File: src/rtl/conv_loader.sv
// Loads one tensor+weight stream into the convolution core RAMs, then starts the core and waits for w_done.
// Optional CONV_LOADER_CHECKSUM_EN adds a running modular sum of accepted stream words.
`ifndef DATA_WIDTH
`define DATA_WIDTH 16
`endif
`ifndef ADDR_SIZE
`define ADDR_SIZE 8
`endif
`ifndef TENSOR_SIZE
`define TENSOR_SIZE 8
`endif
`ifndef KERNEL_SIZE
`define KERNEL_SIZE 4
`endif
`ifndef CHANNELS_SIZE
`define CHANNELS_SIZE 8
`endif
`ifndef STRIDE_SIZE
`define STRIDE_SIZE 4
`endif
`ifndef KERNEL_NUMS_SIZE
`define KERNEL_NUMS_SIZE 8
`endif

module conv_loader #(
  parameter int T_BASE_ADDR = 0,
  parameter int W_BASE_ADDR = 0,
  parameter int START_GAP   = 2
) (
  input  logic                          clk,
  input  logic                          rstn,
  input  logic                          cfg_valid,
  output logic                          cfg_ready,
  input  logic [`TENSOR_SIZE-1:0]       cfg_tensor_size,
  input  logic [`KERNEL_SIZE-1:0]       cfg_kernel_size,
  input  logic [`CHANNELS_SIZE-1:0]     cfg_channels,
  input  logic [`STRIDE_SIZE-1:0]       cfg_stride,
  input  logic [`KERNEL_NUMS_SIZE-1:0]  cfg_kernel_nums,
  input  logic [`DATA_WIDTH-1:0]        s_data,
  input  logic                          s_valid,
  output logic                          s_ready,
  output logic                          t_ena,
  output logic                          t_wea,
  output logic [`ADDR_SIZE-1:0]         t_addr,
  output logic [`DATA_WIDTH-1:0]        t_din,
  output logic                          w_ena,
  output logic                          w_wea,
  output logic [`ADDR_SIZE-1:0]         w_addr,
  output logic [`DATA_WIDTH-1:0]        w_din,
  output logic [`TENSOR_SIZE-1:0]       tensor_size,
  output logic [`KERNEL_SIZE-1:0]       kernel_size,
  output logic [`CHANNELS_SIZE-1:0]     channels,
  output logic [`STRIDE_SIZE-1:0]       stride,
  output logic [`KERNEL_NUMS_SIZE-1:0]  kernel_nums,
  output logic                          start,
  input  logic                          conv_w_done,
  output logic                          busy,
  output logic                          done,
  output logic                          err,
  output logic [3:0]                    state_dbg
`ifdef CONV_LOADER_CHECKSUM_EN
  ,
  output logic [`DATA_WIDTH+7:0]        checksum
`endif
);

  localparam int AW    = `ADDR_SIZE;
  localparam int LEN_W = 2*`TENSOR_SIZE + `CHANNELS_SIZE + 2*`KERNEL_SIZE + `KERNEL_NUMS_SIZE + `ADDR_SIZE;
  localparam logic [LEN_W-1:0] ADDR_SPAN = LEN_W'(1) << `ADDR_SIZE;

  typedef enum logic [3:0] {
    S_IDLE, S_CALC1, S_CALC2, S_LOAD_T, S_LOAD_W, S_GAP, S_START, S_WAIT, S_DONE
  } state_t;

  state_t            state_q, state_d;
  logic [AW-1:0]     cnt_q;
  logic [3:0]        gap_q;
  logic [LEN_W-1:0]  t_len_q, w_len_q;
  logic              cfg_fire, hs, t_last, w_last, cfg_bad, err_d;

  // Handshakes: a transfer happens on a rising edge where valid and ready are both high;
  // ready depends only on the FSM state, never on valid, so the upstream may hold valid freely.
  assign cfg_ready = rstn && (state_q == S_IDLE);
  assign s_ready   = (state_q == S_LOAD_T) || (state_q == S_LOAD_W);
  assign cfg_fire  = cfg_valid && cfg_ready;
  assign hs        = s_valid && s_ready;
  assign start     = (state_q == S_START);
  assign done      = (state_q == S_DONE);
  assign busy      = (state_q != S_IDLE);
  assign state_dbg = state_q;

  assign t_last  = (LEN_W'(cnt_q) == t_len_q - LEN_W'(1));
  assign w_last  = (LEN_W'(cnt_q) == w_len_q - LEN_W'(1));
  assign cfg_bad = (kernel_size == '0) || (stride == '0) || (channels == '0) ||
                   (kernel_nums == '0) || (LEN_W'(kernel_size) > LEN_W'(tensor_size)) ||
                   (t_len_q > ADDR_SPAN) || (w_len_q > ADDR_SPAN);

  always_ff @(posedge clk or negedge rstn) begin
    if (!rstn) state_q <= S_IDLE;
    else       state_q <= state_d;
  end

  always_comb begin
    state_d = state_q;
    err_d   = 1'b0;
    case (state_q)
      S_IDLE:   if (cfg_fire) state_d = S_CALC1;
      S_CALC1:  state_d = S_CALC2;
      S_CALC2: begin
        if (cfg_bad) begin
          state_d = S_IDLE;
          err_d   = 1'b1;
        end else begin
          state_d = S_LOAD_T;
        end
      end
      S_LOAD_T: if (hs && t_last) state_d = S_LOAD_W;
      S_LOAD_W: if (hs && w_last) state_d = S_GAP;
      // The first GAP cycle is the one carrying the last weight write.
      S_GAP:    if (gap_q == 4'(START_GAP)) state_d = S_START;
      S_START:  state_d = S_WAIT;
      S_WAIT:   if (conv_w_done) state_d = S_DONE;
      S_DONE:   state_d = S_IDLE;
      default:  state_d = S_IDLE;
    endcase
  end

  always_ff @(posedge clk or negedge rstn) begin
    if (!rstn) begin
      cnt_q       <= '0;
      gap_q       <= '0;
      t_len_q     <= '0;
      w_len_q     <= '0;
      tensor_size <= '0;
      kernel_size <= '0;
      channels    <= '0;
      stride      <= '0;
      kernel_nums <= '0;
      t_ena       <= 1'b0;
      t_wea       <= 1'b0;
      t_addr      <= '0;
      t_din       <= '0;
      w_ena       <= 1'b0;
      w_wea       <= 1'b0;
      w_addr      <= '0;
      w_din       <= '0;
      err         <= 1'b0;
    end else begin
      t_ena <= 1'b0;
      t_wea <= 1'b0;
      w_ena <= 1'b0;
      w_wea <= 1'b0;
      err   <= err_d;
      if (cfg_fire) begin
        tensor_size <= cfg_tensor_size;
        kernel_size <= cfg_kernel_size;
        channels    <= cfg_channels;
        stride      <= cfg_stride;
        kernel_nums <= cfg_kernel_nums;
        cnt_q       <= '0;
      end
      if (state_q == S_CALC1) begin
        t_len_q <= LEN_W'(tensor_size) * LEN_W'(tensor_size) * LEN_W'(channels);
        w_len_q <= LEN_W'(kernel_size) * LEN_W'(kernel_size) * LEN_W'(channels) *
                   LEN_W'(kernel_nums);
      end
      if (hs && state_q == S_LOAD_T) begin
        t_ena  <= 1'b1;
        t_wea  <= 1'b1;
        t_addr <= AW'(T_BASE_ADDR) + cnt_q;
        t_din  <= s_data;
        cnt_q  <= t_last ? '0 : cnt_q + 1'b1;
      end
      if (hs && state_q == S_LOAD_W) begin
        w_ena  <= 1'b1;
        w_wea  <= 1'b1;
        w_addr <= AW'(W_BASE_ADDR) + cnt_q;
        w_din  <= s_data;
        cnt_q  <= w_last ? '0 : cnt_q + 1'b1;
      end
      gap_q <= (state_q == S_GAP) ? gap_q + 1'b1 : '0;
    end
  end

`ifdef CONV_LOADER_CHECKSUM_EN
  localparam int CW = `DATA_WIDTH + 8;

  always_ff @(posedge clk or negedge rstn) begin
    if (!rstn)         checksum <= '0;
    else if (cfg_fire) checksum <= '0;
    else if (hs)       checksum <= checksum + CW'(s_data);
  end
`endif

endmodule

File: config.mk
export PLATFORM = sky130hd
export DESIGN_NAME = conv_loader
export DESIGN_NICKNAME = d
export VERILOG_FILES = /design/src/rtl/conv_loader.sv
export SDC_FILE = /design/constraint.sdc
export NUM_CORES = 1
export LEC_CHECK = 0
export BUFFER_PORTS_ARGS = -buffer_cell sky130_fd_sc_hd__buf_2
export CORE_UTILIZATION = 35
export CTS_BUF_LIST = sky130_fd_sc_hd__clkbuf_4 sky130_fd_sc_hd__clkbuf_8 sky130_fd_sc_hd__clkbuf_16
export CTS_CLUSTER_SIZE = 24
export DETAILED_ROUTE_END_ITERATION = 16
export HOLD_SLACK_MARGIN = 0.05
export SYNTH_ARGS = -nofsm -noshare
export SYNTH_HDL_FRONTEND = slang
export SYNTH_SLANG_ARGS = --single-unit
File: constraint.sdc
create_clock -name clk -period 20.3 [get_ports clk]
set_input_delay 3.045 -clock clk [delete_from_list [all_inputs] [get_ports clk]]
set_output_delay 3.045 -clock clk [all_outputs]
set_load 0.1 [all_outputs]
==> After elaboration in Yosys (flattened, before gate mapping) <==
Cells that the tools add are included.
{ "classes": {"n_mul": 5, "magnitude_cmp": 3, "n_addsub": 4, "eq_ne": 16, "mux": 17, "n_reduce_logical": 22} }
{ "op_table": {"columns": ["op", "count"], "rows": [
  ["$eq A8 B48 Y1", 2],
  ["$sub A24 B1 Y25 const B", 2],
  ["$gt A24 B9 Y1 const B", 2],
  ["$mul A16 B8 Y24", 2],
  ["$mux W8", 5],
  ["$mul A8 B8 Y16", 2],
  ["$pmux W4 S8", 1],
  ["$mux W4", 6],
  ["$eq A4 B3 Y1 const B", 4],
  ["$logic_not A8 Y1", 2],
  ["$eq A4 B2 Y1 const B", 3],
  ["$logic_not A4 Y1", 3],
  ["$add A8 B1 Y8 const B", 1],
  ["$gt A4 B8 Y1", 1],
  ["$mul A4 B4 Y8", 1],
  ["$logic_and A1 B1 Y1", 7],
  ["$logic_or A1 B1 Y1", 7],
  ["$ne A2 B2 Y1 const B", 3],
  ["$reduce_and A5 Y1", 1],
  ["$add A4 B1 Y4 const B", 1],
  ["$eq A4 B1 Y1 const B", 1],
  ["$eq A4 B4 Y1 const B", 1],
  ["$mux W1", 4],
  ["$ne A2 B1 Y1 const B", 2],
  ["3 further kinds", 3]
]} }
{ "totals": {"out_inout_bits": 94, "ff_bits": 147, "wordCells": 84} }

==> Depth between registers and ports, before layout <==
{ "depth": {"word_depth": 9, "mapped_depth": 39, "ltp_nobuf": 39} }

==> Least setup slack after synthesis <==
No wires, ideal clock.
{ "synth_path": {"kind": "flip-flop to flip-flop", "startpoint": "register kernel_size[0]", "endpoint": "register w_len_q[22]", "path_slack_ns": 10.138, "path_stages_with_launch": 38, "arrival_ns": 10.029, "t_required_ns": 20.167, "cell_sequence": "dfrtp_1 > clkbuf_1 > clkbuf_1 > nand2_1 > fa_1 > inv_1 > a21o_1 > a21oi_1 > xnor2_1 > nand2_1 > fa_1 > inv_1 > fa_1 > inv_1 > fa_1 > fa_1 > inv_1 > ha_1 > (+2 left out) > a21oi_1 > o21ai_0 > xor2_1 > and2_1 > fa_1 > fa_1 > fa_1 > inv_1 > fa_1 > inv_1 > ha_1 > a2111oi_1 > o21a_1 > a311oi_1 > or3_1 > a31oi_1 > xor2_1 > o21ai_0"} }
{ "synth_via": {"elab_chain_cells": 3} }
{ "synth_lines": {"columns": ["item", "line", "rtl"], "rows": [
  ["start: declaration", "51", "output logic [`KERNEL_SIZE-1:0] kernel_size,"],
  ["start signal: assignment", "156", "kernel_size <= cfg_kernel_size;"],
  ["$mul A4 B4 Y8", "164", "w_len_q <= LEN_W'(kernel_size) * LEN_W'(kernel_size) * LEN_W'(channels) *"],
  ["$mul A8 B8 Y16", "164", null],
  ["$mul A16 B8 Y24", "164", null],
  ["end signal: assignment", "164", null],
  ["end: declaration", "78", "logic [LEN_W-1:0] t_len_q, w_len_q;"]
]} }
Every way passes these cells.
A chain may end at the register's enable or synchronous reset.

==> Worst setup path after layout <==
Same ends and word-level chain as after synthesis.

==> out/qor.csv <==
metric,value,unit
outcome,"complete, no violations",
Synth area leaders,"fa_1 24%, dfrtp_1 20%, ha_1 11%",
hpwl dp,33940,um
hold depth,2,
Area Overhead vs Synth,10.30,%
CP Class,flop to flop,
Nets,2636,
CP peak stage delay,880,ps
commonest cells in the netlist,"415 x nand2_1, 293 x inv_1, 216 x fa_1, 168 x ha_1, 166 x and2_1",
Avg Inst Size Synth,8.658,sq um
placed insts,2860,
die area,53160,sq um
CTS max path bufs,2,
largest net degree at the start of global routing,93,
Synth Warn #,0,
Synth cell types,80,
endpoints failing setup,0,
vias after detailed routing,14500,
Die Y,230.6,um
number of global-route vias before repair,14699,
row cnt,83,
Iteration-0 DRC Markers,1046,
Clock transition at path regs,80,ps
worst-margin pin slew,1146,ps
post-layout min period,10830,ps
Initial Utilization,35.50,%
IO Count,147,
"Top FF cell, synth",dfrtp_1,
Die W,230.6,um
GPL Wtd Cong,0.8468,
Total Wirelength,44170,um
core area,51510,sq um
Slew Limit Fails,0,
"Hold Vio Cnt, Final",0,
multi-input logic area,13110,sq um
Max Cap Viol,0,
CP endpoint kind,flop,
GRT Resource Usage Total,17.07,%
most frequent cell after synthesis,nand2_1,
DRC Markers,0,
antenna violations before repair,1,
Hold Crit Class,flop to flop,
ys async rst share,100.0,%
Syn Inst Count,2112,
crit path launch type,flop,
synthesized cell area,18290,sq um
Finished Layout Cells,2892,
"Setup Fix Bufs, Post-CTS",0,
Root Buffer,clkbuf_16,
wire length per cell,15.27,um
Vias/cell,5.014,
r2r worst-path depth,36,
layout cells sized above 1,9.901,%
worst reg-to-reg setup slack,9470,ps
CTS buffer count,17,
worst r2r dst,w_len_q[22]$_DFFE_PN0P_,
highest fanout seen on the critical path,31,
1st-pass router iterations,6,
Worst slew margin,23.59,%
WP data arrival,11150,ps
Buffers on Ports,146,
Post-synth EDFFs,0,
Clock Latency Late Sink,470,ps
"most used cell, CP",fa_1,
CTS sink cnt,147,
syn_nets,2549,
Slowest cell on crit path,dfrtp_1,
"FF+latch count, synth",147,
TritonCTS clock tree,yes,
Setup Skew,13.56,ps
# hold bufs at CTS,0,
H-tree depth,4,
Synth area leader,fa_1,
worst r2r src,kernel_size[0]$_DFFE_PN0P_,
worst path required time,20620,ps
Final TNS setup,0,ps
final core occ,39.16,%
# fillers,5242,
ANT cells,0,
top cell type's share of synthesized area,23.65,%
FF/Latch Area,3679,sq um
period utilization,53.36,%
hold path endpoint,w_din[14]$_DFFE_PN0P_,
register area share after synthesis,20.12,%
ANT nets after route,0,
Min-Delay Startpoint,w_din[14]$_DFFE_PN0P_,
gr ovfl total,0,
post-cts sizing count,0,
Peak Freq,0.09232,GHz
first-pass GRT wire length,73820,um
RSZ-0062 raised after global routing,no,
final cells by class:
class | instances | share of cell area (%)
multi-input cells | 1584 | 64.99
flip-flops and latches | 147 | 18.24
inverters | 294 | 5.471
well taps | 680 | 4.218
repair buffers | 155 | 3.989
clock buffers | 17 | 2.109
clock inverters | 15 | 0.9864
stage by stage:
stage	hold WS, ps	setup slack [ps]	area, sq um
2_1_floorplan	444.1	10140	18290
3_3_place_gp	451.5	9904	19550
3_5_place_dp	457.0	9535	19550
4_1_cts	476.5	9560	20170
5_1_grt	501.5	8697	20170
6_report	473.7	9468	20170
metal layers:
metal,part of all wire [%],wire length [um],vias to the layer above,global-route usage [%]
met3,5.3,2340,34,3.100
met4,1.0,447,0,3.870
met5,0,0,-,0
met1,47,20960,7156,23.46
met2,46,20420,364,27.81
li1,-,-,6946,-
sequential cells by signal (all words and copies together), names as in the netlist, 16 cells and up:
register  count
w_din        16
t_din        16
t_len_q      24
w_len_q      24
worst max-delay path by stage:
stage	end	cells past startpoint	startpoint
final	w_len_q[22]$_DFFE_PN0P_	36	kernel_size[0]$_DFFE_PN0P_
after global routing	w_len_q[22]$_DFFE_PN0P_	36	kernel_size[0]$_DFFE_PN0P_
after CTS	w_len_q[22]$_DFFE_PN0P_	36	kernel_size[0]$_DFFE_PN0P_
after detailed placement	w_len_q[22]$_DFFE_PN0P_	36	kernel_size[0]$_DFFE_PN0P_
after global placement	w_len_q[22]$_DFFE_PN0P_	36	kernel_size[0]$_DFFE_PN0P_
after floorplan	w_len_q[22]$_DFFE_PN0P_	37	kernel_size[0]$_DFFE_PN0P_
cells in the final DEF (no fill, tap or decap), types with 5 or more instances in the layout:
cell,instances
o21a_1,12
nand4_1,8
a21oi_1,43
nor2_1,60
nand3_1,38
nor3_1,29
or3_1,14
clkinv_8,7
o21ai_0,72
nor2b_1,20
ha_1,168
nand2_1,414
mux2_2,9
o21bai_1,10
o41ai_1,7
inv_1,293
xnor2_1,46
a211oi_1,10
dfrtp_1,147
a21o_1,18
o211ai_1,9
o2bb2ai_1,5
nand2b_1,22
and3_1,29
o31a_1,6
clkbuf_16,17
buf_2,145
nor3b_1,5
a31oi_1,8
nor4_1,15
or4_1,8
xor2_1,37
and2_1,166
or2_2,5
o31ai_1,5
fa_1,216
buf_4,9
kinds of logic (layout without fill, tap and decap cells):
logic type,Yosys count,in the layout,synth area share (%)
mux,13,13,0.7732
compound gates,239,239,8.519
fa+ha+maj,384,384,35.14
xor+xnor,83,83,3.975
simple gates,865,865,23.22
buf+inv,381,481,8.252
flops,147,147,20.12
critical path: cells and delay by family, from the launching register on:
kind / cells / cell delay, ps
AO/OA/AOI/OAI: 10 / 2120
adder cells (fa/ha/maj): 11 / 5070
flip-flops: 1 / 880
AND/OR/NAND/NOR: 4 / 1080
buffers and inverters: 8 / 450
XOR/XNOR: 3 / 1090
Power is left out: the tool's default activity adds up to more than one toggle a clock period on the data nets, which glitch-free logic cannot reach.
